## config.mk

```make
export PLATFORM = sky130hd
export DESIGN_NAME = multiplexor_arbitrado_flat
export DESIGN_NICKNAME = d
export VERILOG_FILES = /design/src/rtl/multiplexor_arbitrado_if.sv /design/src/rtl/multiplexor_arbitrado.sv /design/src/flat_wrapper.sv
export SDC_FILE = /design/constraint.sdc
export NUM_CORES = 1
export LEC_CHECK = 0
export ABC_AREA = 1
export BUFFER_PORTS_ARGS = -buffer_cell sky130_fd_sc_hd__buf_2
export CAP_MARGIN = 5
export CORE_ASPECT_RATIO = 2
export CORE_MARGIN = 5
export CORE_UTILIZATION = 51
export CTS_CLUSTER_DIAMETER = 150
export DETAILED_ROUTE_END_ITERATION = 7
export PLACE_DENSITY = 0.88
export SYNTH_ARGS = -nofsm -noshare
export SYNTH_HDL_FRONTEND = slang
export SYNTH_SLANG_ARGS = --single-unit
```

## constraint.sdc

```tcl
create_clock -name clk -period 4.8 [get_ports clk]
set_input_delay 0 -clock clk [delete_from_list [all_inputs] [get_ports clk]]
set_output_delay 0 -clock clk [all_outputs]
set_load 0.02 [all_outputs]
```

## src/rtl/multiplexor_arbitrado_if.sv

```systemverilog
// rtl/multiplexor_arbitrado_if.sv - producer/consumer bus of the arbitrated N-channel multiplexer
interface multiplexor_arbitrado_if #(
    parameter int N       = 32,
    parameter int CANALES = 4
);
    localparam int SW = (CANALES > 1) ? $clog2(CANALES) : 1;

    logic [CANALES*N-1:0] datoIn;
    logic [CANALES-1:0]   validIn;
    logic [CANALES-1:0]   readyIn;
    logic                 modo;
    logic [SW-1:0]        selDato;
    logic [N-1:0]         datoOutput;
    logic [SW-1:0]        selOut;
    logic                 validOut;
    logic                 readyOut;

    modport master (
        output datoIn, validIn, modo, selDato, readyOut,
        input  readyIn, datoOutput, selOut, validOut
    );

    modport slave (
        input  datoIn, validIn, modo, selDato, readyOut,
        output readyIn, datoOutput, selOut, validOut
    );
endinterface

```

## src/rtl/multiplexor_arbitrado.sv

```systemverilog
// rtl/multiplexor_arbitrado.sv - registered N-channel mux with fixed-select or round-robin arbitration
module multiplexor_arbitrado #(
    parameter int N       = 32,
    parameter int CANALES = 4
) (
    input  logic                  clk,
    input  logic                  rst,
    multiplexor_arbitrado_if.slave bus
);
    localparam int SW = (CANALES > 1) ? $clog2(CANALES) : 1;

    logic [N-1:0]       r_dato;
    logic [SW-1:0]      r_sel;
    logic               r_valid;
    logic [SW-1:0]      r_ptr;

    logic               w_carga;
    logic               w_gnt_any;
    logic [SW-1:0]      w_gnt_idx;
    logic [CANALES-1:0] w_grant;
    logic               w_xfer;
    logic [N-1:0]       w_dato_sel;

    // Round-robin scans offsets from high to low so the lowest offset from r_ptr wins.
    always_comb begin
        logic [SW:0] v_idx;
        w_gnt_any = 1'b0;
        w_gnt_idx = '0;
        v_idx     = '0;
        if (!bus.modo) begin
            if (({1'b0, bus.selDato} < (SW+1)'(CANALES)) && bus.validIn[bus.selDato]) begin
                w_gnt_any = 1'b1;
                w_gnt_idx = bus.selDato;
            end
        end else begin
            for (int i = CANALES - 1; i >= 0; i--) begin
                v_idx = {1'b0, r_ptr} + (SW+1)'(i);
                if (v_idx >= (SW+1)'(CANALES)) begin
                    v_idx = v_idx - (SW+1)'(CANALES);
                end
                if (bus.validIn[v_idx[SW-1:0]]) begin
                    w_gnt_any = 1'b1;
                    w_gnt_idx = v_idx[SW-1:0];
                end
            end
        end
    end

    always_comb begin
        w_grant    = '0;
        w_dato_sel = '0;
        for (int k = 0; k < CANALES; k++) begin
            if (w_gnt_any && (w_gnt_idx == SW'(k))) begin
                w_grant[k] = 1'b1;
                w_dato_sel = bus.datoIn[k*N +: N];
            end
        end
    end

    assign w_carga     = !r_valid || bus.readyOut;
    assign w_xfer      = w_carga && w_gnt_any;
    assign bus.readyIn = w_carga ? w_grant : '0;

    always_ff @(posedge clk or negedge rst) begin
        if (!rst) begin
            r_dato  <= '0;
            r_sel   <= '0;
            r_valid <= 1'b0;
            r_ptr   <= '0;
        end else if (w_carga) begin
            r_valid <= w_xfer;
            if (w_xfer) begin
                r_dato <= w_dato_sel;
                r_sel  <= w_gnt_idx;
                // The pointer only follows round-robin transfers; fixed-mode traffic leaves it alone.
                if (bus.modo) begin
                    r_ptr <= (w_gnt_idx == SW'(CANALES - 1)) ? '0 : w_gnt_idx + 1'b1;
                end
            end
        end
    end

    assign bus.datoOutput = r_dato;
    assign bus.selOut     = r_sel;
    assign bus.validOut   = r_valid;
endmodule

```

## src/flat_wrapper.sv

```systemverilog
// flat-port wrapper written by rule: the top's interface ports become plain ports
module multiplexor_arbitrado_flat 
#(
    parameter int N       = 32,
    parameter int CANALES = 4
)
  (clk, rst, bus_datoIn, bus_validIn, bus_modo, bus_selDato, bus_readyOut, bus_readyIn, bus_datoOutput, bus_selOut, bus_validOut);
  multiplexor_arbitrado_if #(.N(N), .CANALES(CANALES)) bus_i ();
  input  logic clk;
  input  logic rst;
  input wire logic [$bits(bus_i.datoIn)-1:0] bus_datoIn;
  input wire logic [$bits(bus_i.validIn)-1:0] bus_validIn;
  input wire logic [$bits(bus_i.modo)-1:0] bus_modo;
  input wire logic [$bits(bus_i.selDato)-1:0] bus_selDato;
  input wire logic [$bits(bus_i.readyOut)-1:0] bus_readyOut;
  output wire logic [$bits(bus_i.readyIn)-1:0] bus_readyIn;
  output wire logic [$bits(bus_i.datoOutput)-1:0] bus_datoOutput;
  output wire logic [$bits(bus_i.selOut)-1:0] bus_selOut;
  output wire logic [$bits(bus_i.validOut)-1:0] bus_validOut;
  assign bus_i.datoIn = bus_datoIn;
  assign bus_i.validIn = bus_validIn;
  assign bus_i.modo = bus_modo;
  assign bus_i.selDato = bus_selDato;
  assign bus_i.readyOut = bus_readyOut;
  assign bus_readyIn = bus_i.readyIn;
  assign bus_datoOutput = bus_i.datoOutput;
  assign bus_selOut = bus_i.selOut;
  assign bus_validOut = bus_i.validOut;
  multiplexor_arbitrado #(.N(N), .CANALES(CANALES)) u_core (.clk(clk), .rst(rst), .bus(bus_i));
endmodule
```

==> metrics <==
WL final=12,200 µm; leakage=approximately 3.0 nW; Tot GR Track Use=0.269; CTS tree=done; Final Hold Viols=0; CTS buffer count=5; area share of the largest cell type after synthesis=0.280; vias per cell=just over 5; distinct cell type count after synthesis=20; WP buf/inv=4; Setup TNS=0 ns; Setup Viol. Count Final=0; Gate Count Post-Synth=650; cell family with most CP delay=adder cells; Detail Placement HPWL=9100 µm; Clock H-tree levels=2; share of layout cells above drive strength 1=0.262; port bufs=~180; Slew Viols, Final=0; Nets=roughly 940; worst-skew pair later-pin latency=approximately 0.28 ns; RSZ-0062 raised after global routing=no; Hold Crit Start=bus_readyOut; initial DRC count=260; die footprint=a little under 0.009 mm²; Critical Path RT=approximately 4.8 ns; Synth area leader=nand2_1; clk root buf=clkbuf_16; Synth top cells by count=nand2_1, nor2_1, nand3_1; critical-path cell list=inv_4 -> nand2_1 -> nand3_1 -> nand2_1 -> nand3_1 -> nand2_1 -> nand2_1 -> o211ai_1 -> o21ai_0 -> inv_1 -> ha_1 -> inv_1 -> nor2_1 -> buf_2; CP Capture Type=primary output; critical path launch point type=register; Area Overhead vs Synth=26.6%; crit-path max cell delay=approximately 1 ns; # fillers=between 700 and 800; syn avg cell area=about 5.5 µm²; Yosys warnings=0; most frequent CP cell=nand2_1; post-cts resize count=0; non-filler cells, final=885; register bit total from synthesis=37; post-synthesis cell area=between 0.003 and 0.004 mm²; Critical path origin=u_core.r_ptr[0]; Die H=roughly 130 µm; Post-synth EDFFs=0; register area=around 930 µm²; die width=between 60 and 70 µm; max cap viols=0; Worst-Margin Slew=around 1.3 ns; Setup Skew=0.00420 ns; pwr dens=549 mW/mm²; asr flop ratio synth=1.00; Core Rows=43; Mapped Nets=792; worst min-delay path class=primary input to register; wire per inst=about 14 µm; Multi-input gate area=0.00209 mm²; Synth Flop Type=dfrtp_1; Diodes inserted=0; number of antenna violations at the first check in global routing=0; post-route minimum period=3.30 ns; Initial Util=0.516; Tcrit/Tclk final=0.687; slowest CP cell=ha_1; # placed instances=slightly below 900; WP data arrival=roughly 3.3 ns; clk buf depth=2; FF-to-FF Start=u_core.r_ptr[0]; status=finished clean; number of global-route vias before repair=~4,500; Worst slew margin=0.163; total grt overflow=0; CP Max Fanout=33; register area share after synthesis=0.261; Area contributors post-synth=nand2_1, dfrtp_1, nand3_1; GP Congestion=just under 0.9; Post-route DRC=0; fmax=a little over 0.3 GHz; Detail Route Antenna Nets=0; clk slew on worst S/H paths=around 0.060 ns; Boundary Pins=approximately 180; # clock sinks=37; Vias=around 4,500; first-pass GRT wire length=around 20,000 µm; Initial DRT Pass Iterations=5; most common cell in the netlist=nand2_1; Core Area=0.00689 mm²; Worst Setup Path Type=register to primary output; Peak VDD IR=about 270 µV; largest net degree at the start of global routing=66
==> metal layers <==
layer / part of all wire / wire length (µm) / vias to the layer above / GRT usage
met4: 0.039 / 479 / 0 / 0.138
li1: - / - / 2237 / -
met1: 0.36 / 4340 / 2036 / 0.271
met5: 0 / 0 / - / 0
met3: 0.058 / 711 / 35 / 0.0400
met2: 0.55 / 6630 / 201 / 0.520
==> worst paths after layout <==
kind                                                   to  slack, ns  depth (start not counted)
worst min register to register   u_core.bus.datoOutput[6]       0.48                          2
worst min-delay path                  u_core.bus.validOut       0.04                          4
max in group asynchronous       u_core.bus.datoOutput[24]       3.84                          2
worst max-delay path                       bus_readyIn[0]       1.50                         14
worst max register to register  u_core.bus.datoOutput[12]       1.53                         18
min in group asynchronous             u_core.bus.validOut       0.39                          2
==> cell type report <==
type,count,area share
multi-input combinational,490,0.465
inverter,81,0.0682
timing repair buffer,180,0.203
sequential,37,0.206
clock inverter,1,0.00167
clock buffer,6,0.0309
tap,90,0.0250
==> sequential cells by signal, summed over array words and instances, names as in the netlist <==
name                   flops
u_core.bus.selOut          2
u_core.bus.datoOutput     32
u_core.r_ptr               2
u_core.bus.validOut        1
==> what timing repair did <==
item                      4_1_cts  5_1_grt
hold buffers                    1        0
buffers inserted                0        0
hold endpoints to repair       37        0
==> worst min-delay path: stages <==
cell,delay [ns]
buf_2,0.08
inv_1,0.04
nand2_1,0.09
nand2_1,0.07
==> kinds of logic (layout without fill, tap and decap cells) <==
logic type,count (synthesis),count (layout),synth area share
AND/OR/NAND/NOR,476,476,0.558
buffers and inverters,123,268,0.151
flip-flops,37,37,0.261
AO/OA/AOI/OAI,10,10,0.0162
adder cells (fa/ha/maj),4,4,0.0141
==> where the power goes <==
part	switching (mW)	internal, mW
clock network	0.127	0.204
logic	1.12	0.510
registers	0.0799	0.429
==> layout by cell type, fill, tap and decap left out, drive strengths merged <==
| cell | n |
|---|---|
| buf | 179 |
| o211ai | 2 |
| inv | 81 |
| clkinvlp | 1 |
| dlygate4sd3 | 1 |
| dfrtp | 37 |
| nand2 | 269 |
| nor2 | 104 |
| o21ai | 5 |
| a21oi | 2 |
| ha | 4 |
| clkbuf | 6 |
| a21boi | 1 |
| nand3 | 103 |
==> through the flow <==
stage | hold slack (ns) | setup WS [ns] | total power, mW | util | area (µm²)
4_1_cts | 0.0293 | 1.47 | 2.48 | 0.653 | 4500
3_3_place_gp | 0.173 | 1.57 | 2.10 | 0.630 | 4340
5_1_grt | 0.0497 | 1.14 | 2.71 | 0.653 | 4500
6_report | 0.0412 | 1.50 | 2.47 | 0.653 | 4500
3_5_place_dp | 0.174 | 1.58 | 2.13 | 0.630 | 4340
2_1_floorplan | -0.296 | 2.42 | 1.75 | - | 3550
(Power assumes the default switching activity.)
